$ cat src/rtl/fetch_predictor_if.sv
// rtl/fetch_predictor_if.sv - fetch address, EX redirect and BTB training bundle
interface fetch_predictor_if;
    logic        stall;
    logic        modify_pc;
    logic [31:0] update_pc;
    logic        update_btb;
    logic [31:0] ex_pc;
    logic        ex_taken;
    logic [31:0] jump_addr;
    logic [31:0] pc;
    logic        predicted_taken;
    logic [31:0] pred_target;

    modport master (
        output stall, modify_pc, update_pc, update_btb, ex_pc, ex_taken, jump_addr,
        input  pc, predicted_taken, pred_target
    );

    modport slave (
        input  stall, modify_pc, update_pc, update_btb, ex_pc, ex_taken, jump_addr,
        output pc, predicted_taken, pred_target
    );
endinterface

$ cat src/rtl/fetch_predictor.sv
// rtl/fetch_predictor.sv - fetch PC register with a direct-mapped BTB and 2-bit counters
module fetch_predictor #(
    parameter logic [31:0] RESET_PC  = 32'h0000_0000,
    parameter int          BTB_IDX_W = 4
) (
    input  logic              clk,
    input  logic              rst,
    fetch_predictor_if.slave  bus
);
    localparam int ENTRIES = 1 << BTB_IDX_W;
    localparam int TAG_W   = 32 - BTB_IDX_W - 2;

    logic [31:0]                   pc_q, pc_d;
    logic [ENTRIES-1:0]            valid_q;
    logic [ENTRIES-1:0][TAG_W-1:0] tag_q;
    logic [ENTRIES-1:0][31:0]      target_q;
    logic [ENTRIES-1:0][1:0]       cnt_q;

    logic [BTB_IDX_W-1:0] ridx;
    logic                 rhit;
    logic                 pred_taken;
    logic [31:0]          pred_tgt;

    logic [BTB_IDX_W-1:0] widx;
    logic [TAG_W-1:0]     wtag;
    logic                 whit;
    logic [31:0]          wtarget;
    logic [1:0]           wcnt;

    logic unused_low_bits;
    assign unused_low_bits = ^{bus.update_pc[1:0], bus.ex_pc[1:0]};

    // Lookup reads the registered state, so a same-cycle write is seen next cycle.
    always_comb begin
        ridx       = pc_q[BTB_IDX_W+1:2];
        rhit       = valid_q[ridx] && (tag_q[ridx] == pc_q[31:BTB_IDX_W+2]);
        pred_taken = rhit && cnt_q[ridx][1];
        pred_tgt   = rhit ? target_q[ridx] : 32'h0;
    end

    always_comb begin
        pc_d = pc_q + 32'd4;
        if (bus.modify_pc) begin
            pc_d = {bus.update_pc[31:2], 2'b00};
        end else if (bus.stall) begin
            pc_d = pc_q;
        end else if (pred_taken) begin
            pc_d = {pred_tgt[31:2], 2'b00};
        end
    end

    always_comb begin
        widx    = bus.ex_pc[BTB_IDX_W+1:2];
        wtag    = bus.ex_pc[31:BTB_IDX_W+2];
        whit    = valid_q[widx] && (tag_q[widx] == wtag);
        wtarget = bus.jump_addr;
        wcnt    = bus.ex_taken ? 2'b10 : 2'b01;
        if (whit) begin
            if (bus.ex_taken) begin
                wcnt = (cnt_q[widx] == 2'b11) ? 2'b11 : cnt_q[widx] + 2'd1;
            end else begin
                wtarget = target_q[widx];
                wcnt    = (cnt_q[widx] == 2'b00) ? 2'b00 : cnt_q[widx] - 2'd1;
            end
        end
    end

    always_ff @(posedge clk) begin
        if (rst) begin
            pc_q     <= RESET_PC;
            valid_q  <= '0;
            tag_q    <= '0;
            target_q <= '0;
            cnt_q    <= {ENTRIES{2'b01}};
        end else begin
            pc_q <= pc_d;
            if (bus.update_btb) begin
                valid_q[widx]  <= 1'b1;
                tag_q[widx]    <= wtag;
                target_q[widx] <= wtarget;
                cnt_q[widx]    <= wcnt;
            end
        end
    end

    assign bus.pc              = pc_q;
    assign bus.predicted_taken = pred_taken;
    assign bus.pred_target     = pred_tgt;
endmodule

$ cat src/flat_wrapper.sv
// flat-port wrapper written by rule: the top's interface ports become plain ports
module fetch_predictor_flat 
#(
    parameter logic [31:0] RESET_PC  = 32'h0000_0000,
    parameter int          BTB_IDX_W = 4
)
  (clk, rst, bus_stall, bus_modify_pc, bus_update_pc, bus_update_btb, bus_ex_pc, bus_ex_taken, bus_jump_addr, bus_pc, bus_predicted_taken, bus_pred_target);
  fetch_predictor_if bus_i ();
  input  logic clk;
  input  logic rst;
  input wire logic [$bits(bus_i.stall)-1:0] bus_stall;
  input wire logic [$bits(bus_i.modify_pc)-1:0] bus_modify_pc;
  input wire logic [$bits(bus_i.update_pc)-1:0] bus_update_pc;
  input wire logic [$bits(bus_i.update_btb)-1:0] bus_update_btb;
  input wire logic [$bits(bus_i.ex_pc)-1:0] bus_ex_pc;
  input wire logic [$bits(bus_i.ex_taken)-1:0] bus_ex_taken;
  input wire logic [$bits(bus_i.jump_addr)-1:0] bus_jump_addr;
  output wire logic [$bits(bus_i.pc)-1:0] bus_pc;
  output wire logic [$bits(bus_i.predicted_taken)-1:0] bus_predicted_taken;
  output wire logic [$bits(bus_i.pred_target)-1:0] bus_pred_target;
  assign bus_i.stall = bus_stall;
  assign bus_i.modify_pc = bus_modify_pc;
  assign bus_i.update_pc = bus_update_pc;
  assign bus_i.update_btb = bus_update_btb;
  assign bus_i.ex_pc = bus_ex_pc;
  assign bus_i.ex_taken = bus_ex_taken;
  assign bus_i.jump_addr = bus_jump_addr;
  assign bus_pc = bus_i.pc;
  assign bus_predicted_taken = bus_i.predicted_taken;
  assign bus_pred_target = bus_i.pred_target;
  fetch_predictor #(.RESET_PC(RESET_PC), .BTB_IDX_W(BTB_IDX_W)) u_core (.clk(clk), .rst(rst), .bus(bus_i));
endmodule
$ cat config.mk
export PLATFORM = sky130hd
export DESIGN_NAME = fetch_predictor_flat
export DESIGN_NICKNAME = d
export VERILOG_FILES = /design/src/rtl/fetch_predictor_if.sv /design/src/rtl/fetch_predictor.sv /design/src/flat_wrapper.sv
export SDC_FILE = /design/constraint.sdc
export NUM_CORES = 2
export LEC_CHECK = 0
export BUFFER_PORTS_ARGS = -buffer_cell sky130_fd_sc_hd__buf_4
export CAP_MARGIN = 20
export CORE_ASPECT_RATIO = 1.1
export CORE_UTILIZATION = 30
export DETAILED_ROUTE_END_ITERATION = 7
export MAX_ROUTING_LAYER = met4
export SYNTH_ARGS = -nofsm -noshare
export SYNTH_HDL_FRONTEND = slang
export SYNTH_SLANG_ARGS = --single-unit
$ cat constraint.sdc
create_clock -name clk -period 13.7 [get_ports clk]
set_clock_uncertainty 0.15 [all_clocks]
set_input_delay 2.74 -clock clk [delete_from_list [all_inputs] [get_ports clk]]
set_output_delay 2.74 -clock clk [all_outputs]
set_load 0.02 [all_outputs]
Yosys cells after proc, flatten, opt, wreduce, memory -nomap -nowiden. Index checks and enable logic that the tools add are counted.

$add $sub $neg: 3. Magnitude comparators: 3. Equality and inequality tests: 4. Multiplexer cells: 38. Bitwise operators: 1. Reduce and logical (&&, ||, !) cells: 6.

Operators with widths (count): 512-bit bitwise mux (1); 416-bit bitwise mux (1); 32-bit 2-to-1 mux (9); 32-bit binary-select mux with 4-bit select (2); 26-bit binary-select mux with 4-bit select (2); 32-bit demux with 4-bit select (1); 26-bit demux with 4-bit select (1); 26-bit 2-to-1 mux (3); 26-bit equality test (2); 32-bit by 3-bit adder with 32-bit output, second input constant (1); 32-bit bitwise mux (1); 2-bit binary-select mux with 4-bit select (2); 2-bit 2-to-1 mux (8); 16-bit OR (1); 4-bit by 5-bit less-than comparator with 1-bit output, second input constant (2); 1-bit binary-select mux with 4-bit select (2); 2-bit demux with 4-bit select (1); 1-bit demux with 4-bit select (1); 4-bit by 1-bit >= comparator with 1-bit output, second input constant (1); 1-bit logical AND (4); 1-bit 2-to-1 mux (3); 2-bit by 1-bit adder with 2-bit output, second input constant (1); 2-bit equality test, second input constant (1); 2-bit zero test (1); other kinds (3) (3).

Flip-flop bits (word level): 1008. Logic and storage cells: 106.

Longest topological paths before layout.
Word-level depth: 8. Depth in mapped cells: 17. Mapped depth without buffers: 10.

Least setup slack after synthesis. OpenSTA, ideal clock, no wires.

Path type: reg2out. Start point: register u_core.pc_q[2], in the netlist u_core.bus.pc[2]. End point: output port bus_pred_target[10]. Data arrival time: 3.651 ns. Slack: 7.159 ns. Stages on the path, launching flop included: 11. Path buffers: 7. Cell sequence: dfxtp_1 -> buf_2 -> buf_4 -> buf_4 -> buf_2 -> buf_2 -> buf_2 -> buf_1 -> mux4_2 -> mux4_2 -> and2_1.

Cells in the longest elaborated chain, start to end: 5. Elaborated cells on any way between the ends: 9. Those cells by class: eq/ne: 1; mux: 7; reduce/logical: 1.

RTL lines: start: declaration (line fetch_predictor.sv:13) `logic [31:0] pc_q, pc_d;`; start signal: assignment (line fetch_predictor.sv:76) `pc_q <= pc_d;`; 26-bit binary-select mux with 4-bit select (line fetch_predictor.sv:36) `rhit = valid_q[ridx] && (tag_q[ridx] == pc_q[31:BTB_IDX_W+2]);`; 26-bit 2-to-1 mux (not written as such) (line fetch_predictor.sv:36); 26-bit equality test (line fetch_predictor.sv:36); 1-bit logical AND (line fetch_predictor.sv:36); 32-bit 2-to-1 mux * (line fetch_predictor.sv:38) `pred_tgt = rhit ? target_q[ridx] : 32'h0;`; end: declaration (line flat_wrapper.sv:20) `output wire logic [$bits(bus_i.pred_target)-1:0] bus_pred_target;`.

Every way passes the cells marked *; elsewhere a longest branch is shown, timed or not. The select of a mux whose other input is x is not followed.

Worst setup path in the final report.
Start point: register u_core.pc_q[2], in the netlist u_core.bus.pc[2]. End point: output port bus_pred_target[5].

Same word-level chain as after synthesis.

==> flow_summary.yaml <==
worst_setup_path:
  slowest_stage: "buf_4"
  cp_data_required_time_ns: 10.81
  cp_cell_sequence: "buf_4, buf_4, nor2b_1, a22oi_1, a211oi_1, a2111oi_0, o2111ai_1, nor3_1, nand3_1, nor2_4, buf_4, and2_1, buf_4"
  cpPeakStageDelay_ns: 0.65
  arrival_ns: 6.28
  critPathCaptureType: "output pin"
  r2r_start: "u_core.bus.pc[2]"
  startpoint_type: "register"
  crit_path_max_fanout: 37
  cpMostUsedCell: "buf_4"
  reg2reg_depth: 13
  crit_family: "buffers and inverters"
  r2r_end: "u_core.bus.pc[3]"
  path_buf_inv: 4
  rrSetupSlack_ns: 7.88
  setup.worst_path.start: "u_core.bus.pc[2]"
  critPathKind: "register to output pin"
synth:
  async_flop_share_pct: 0
  synth_ff_type: "dfxtp_1"
  synth-seq-cells: 1006
  synthSimpleGateAreaFrac_pct: 13.3
  synth_compound_area_share_pct: 17.0
  synth_top_family_by_area: "multiplexers"
  synth_edf_count: 0
  synth_cell_types: 73
  syn_avg_cell_area_um2: 9.97
  syn-instance-count: 5409
  muxShareOfSynthArea_pct: 25.7
  synth_xor_xnor_area_share_pct: 1.32
  netlist_area_um2: 53900
  ys_seq_area_share_pct: 37.4
  ys.warnings.count: 0
  synthAdderAreaFrac_pct: 0.0232
sta:
  setup_viol: 0
  fin_crit_ns: 9.17
  drv_slew: 0
  max_clock_freq_mhz: 109
  worst_slew_pin_slew_ns: 1.15
  final.period_utilization_pct: 66.9
  hold_viol: 0
  finalSetupTns_ns: 0
  rsz0062_at_grt: "no"
  slew_headroom_pct: 23.0
min_path:
  whs_path_depth: 2
  min-delay-start: "u_core.tag_q[340]"
  min_to: "u_core.tag_q[340]"
  hold_class: "register to register"
detailed_routing:
  vias: 44200
  first_iter_violations: 5110
  drt_wl_total_mm: 195
  route.detailed.drc: 0
  ant_nets: 0
  routedWlPerCell_um: 25.4
  viasPerCell: 5.75
  drtPass1Iterations: 8
power:
  power_density_nw_per_um2: 115
  vdd_ir_drop_max_mv: 0.113
  p_leak_nw: 18.8
place:
  place.gp.congestion: 0.952
  hpwl_mm: 118
  portBuffers: 160
final_layout:
  layout-drive-gt1-share_pct: 26.2
  nets: 5308
  area_growth_pct: 12.2
  post-route-util_pct: 34.0
clock_tree:
  clkSlewWorstSetupHoldPaths_ns: 0.06
  clk-insertion-delay-late_ns: 0.72
  post_cts_buffers: 0
  cts_root_buffer: "clkbuf_16"
  cts_sinks: 1006
  cts-resized-gates: 0
  clock_tree.buffer_depth: 3
  htree_num_levels: 3
  tritoncts: "built"
  hold_buffers: 0
  cts_buffers: 110
die:
  core_um2: 178000
  row_count: 162
  dieWidth_um: 406
  die-area_um2: 181000
  io_pins: 167
  start_util_pct: 30.3
  die_h_um: 447
grt:
  grt_start_max_net_pins: 196
  grt_pass1_vias: 42600
  grt_pass1_wl_mm: 288
  overflow: 0
  grt_use_total_pct: 21.7
  antenna_found_initial: 18
status:
  status: "completed"
job:
  maxCapViolCount: 0
==> sequential cells by signal, indices dropped and copies added (netlist names) <==
register / cells
u_core.valid_q: 16
u_core.tag_q: 416
u_core.bus.pc: 30
u_core.target_q: 512
u_core.cnt_q: 32
==> tightest hold or removal path: cells and delay by family, from the launching register on <==
kind	cells	cell delay [ns]
and+or+nand+nor	1	0.05
AOI/OAI and AO/OA	1	0.05
DFF	1	0.31
==> cell usage in the layout (no fill, tap or decap), drive strengths merged, types with 8 or more instances in the layout <==
cell type and count:
a21oi 479, o21ai 34, nand4 10, mux4 526, a211oi 520, dfxtp 1006
nand2b 8, nor2 627, xnor2 54, o22ai 49, nor3b 20, clkbuf 158
a31oi 8, bufinv 10, inv 34, and3 12, mux2i 167, buf 286
nand2 934, diode 18, nor2b 14, or3 8, o21bai 18, and2 44
nor4 16, nor3 41, clkinv 24, mux2 21, a22oi 18, nand3 31
o211ai 10, xor2 27
==> through the flow <==
step | total power [W] | area, µm² | setup slack [ns] | hold WS, ns | cells
after floorplan | 0.00361 | 53900 | 7.16 | 0.292 | 5410
after global routing | 0.00714 | 60500 | 4.28 | 0.333 | 7688
after detailed placement | 0.00386 | 56300 | 4.07 | 0.306 | 7440
final | 0.00694 | 60500 | 4.53 | 0.314 | 7690
after global placement | 0.00384 | 56300 | 4.16 | 0.300 | 7438
after CTS | 0.00695 | 60100 | 4.59 | 0.313 | 7641
==> layout make-up <==
type                       count  area (µm²)
fill                       17800      117000
multi-input combinational   3770       31100
sequential                  1006       20200
clock buffer                 158        3240
tap                         2378        2980
timing repair buffer         286        2330
clock inverter                43         543
inverter                      31         121
antenna                       18        45.0
==> layer usage <==
metal	wire, µm	track usage [%]	share of wire (%)
met3	20000	4.66	10
met4	7990	8.66	4.1
met2	87900	32.8	45
met1	79500	28.1	41
met5	0	-	0
==> how the worst max path moves through the flow <==
stage | endpoint | slack [ns] | cells past startpoint
finish | bus_pred_target[5] | 4.53 | 13
global route | bus_pred_target[5] | 4.28 | 13
CTS | bus_pred_target[23] | 4.59 | 8
detailed placement | u_core.target_q[455] | 4.07 | 13
global placement | u_core.target_q[451] | 4.16 | 13
floorplan | bus_pred_target[10] | 7.16 | 10
==> power breakdown <==
group	leakage, nW	switching [W]	internal [W]	total (W)
clock	1.86	0.00130	0.00183	0.00313
combinational	8.81	0.000488	0.000277	0.000765
sequential	8.14	0.0000674	0.00298	0.00305
==> cells in the mapped netlist, types with 27 or more instances <==
cell type | number | area (µm²)
clkbuf_1 | 415 | 1560
mux4_2 | 526 | 11800
nand3_1 | 31 | 155
xnor2_1 | 54 | 473
a21oi_1 | 479 | 2400
o21ai_0 | 34 | 170
nor3_1 | 41 | 205
nor2_1 | 627 | 2350
nand2_1 | 934 | 3510
buf_1 | 65 | 244
buf_2 | 75 | 375
inv_1 | 27 | 101
dfxtp_1 | 1006 | 20100
o22ai_1 | 49 | 307
and2_1 | 41 | 257
a211oi_2 | 300 | 3750
xor2_1 | 27 | 236
mux2i_2 | 30 | 413
buf_6 | 34 | 383
mux2i_1 | 137 | 1370
a211oi_1 | 220 | 1650
==> cell families (layout without fill, tap and decap cells) <==
group	count (synthesis)	after routing
adders and majority gates	1	1
and+or+nand+nor	1778	1778
DFF	1006	1006
muxes	714	714
AOI/OAI and AO/OA	1194	1194
buffers and inverters	634	518
xor gates and xnor gates	81	81
other	1	20
Note: power is estimated with default switching activity, not from simulation.
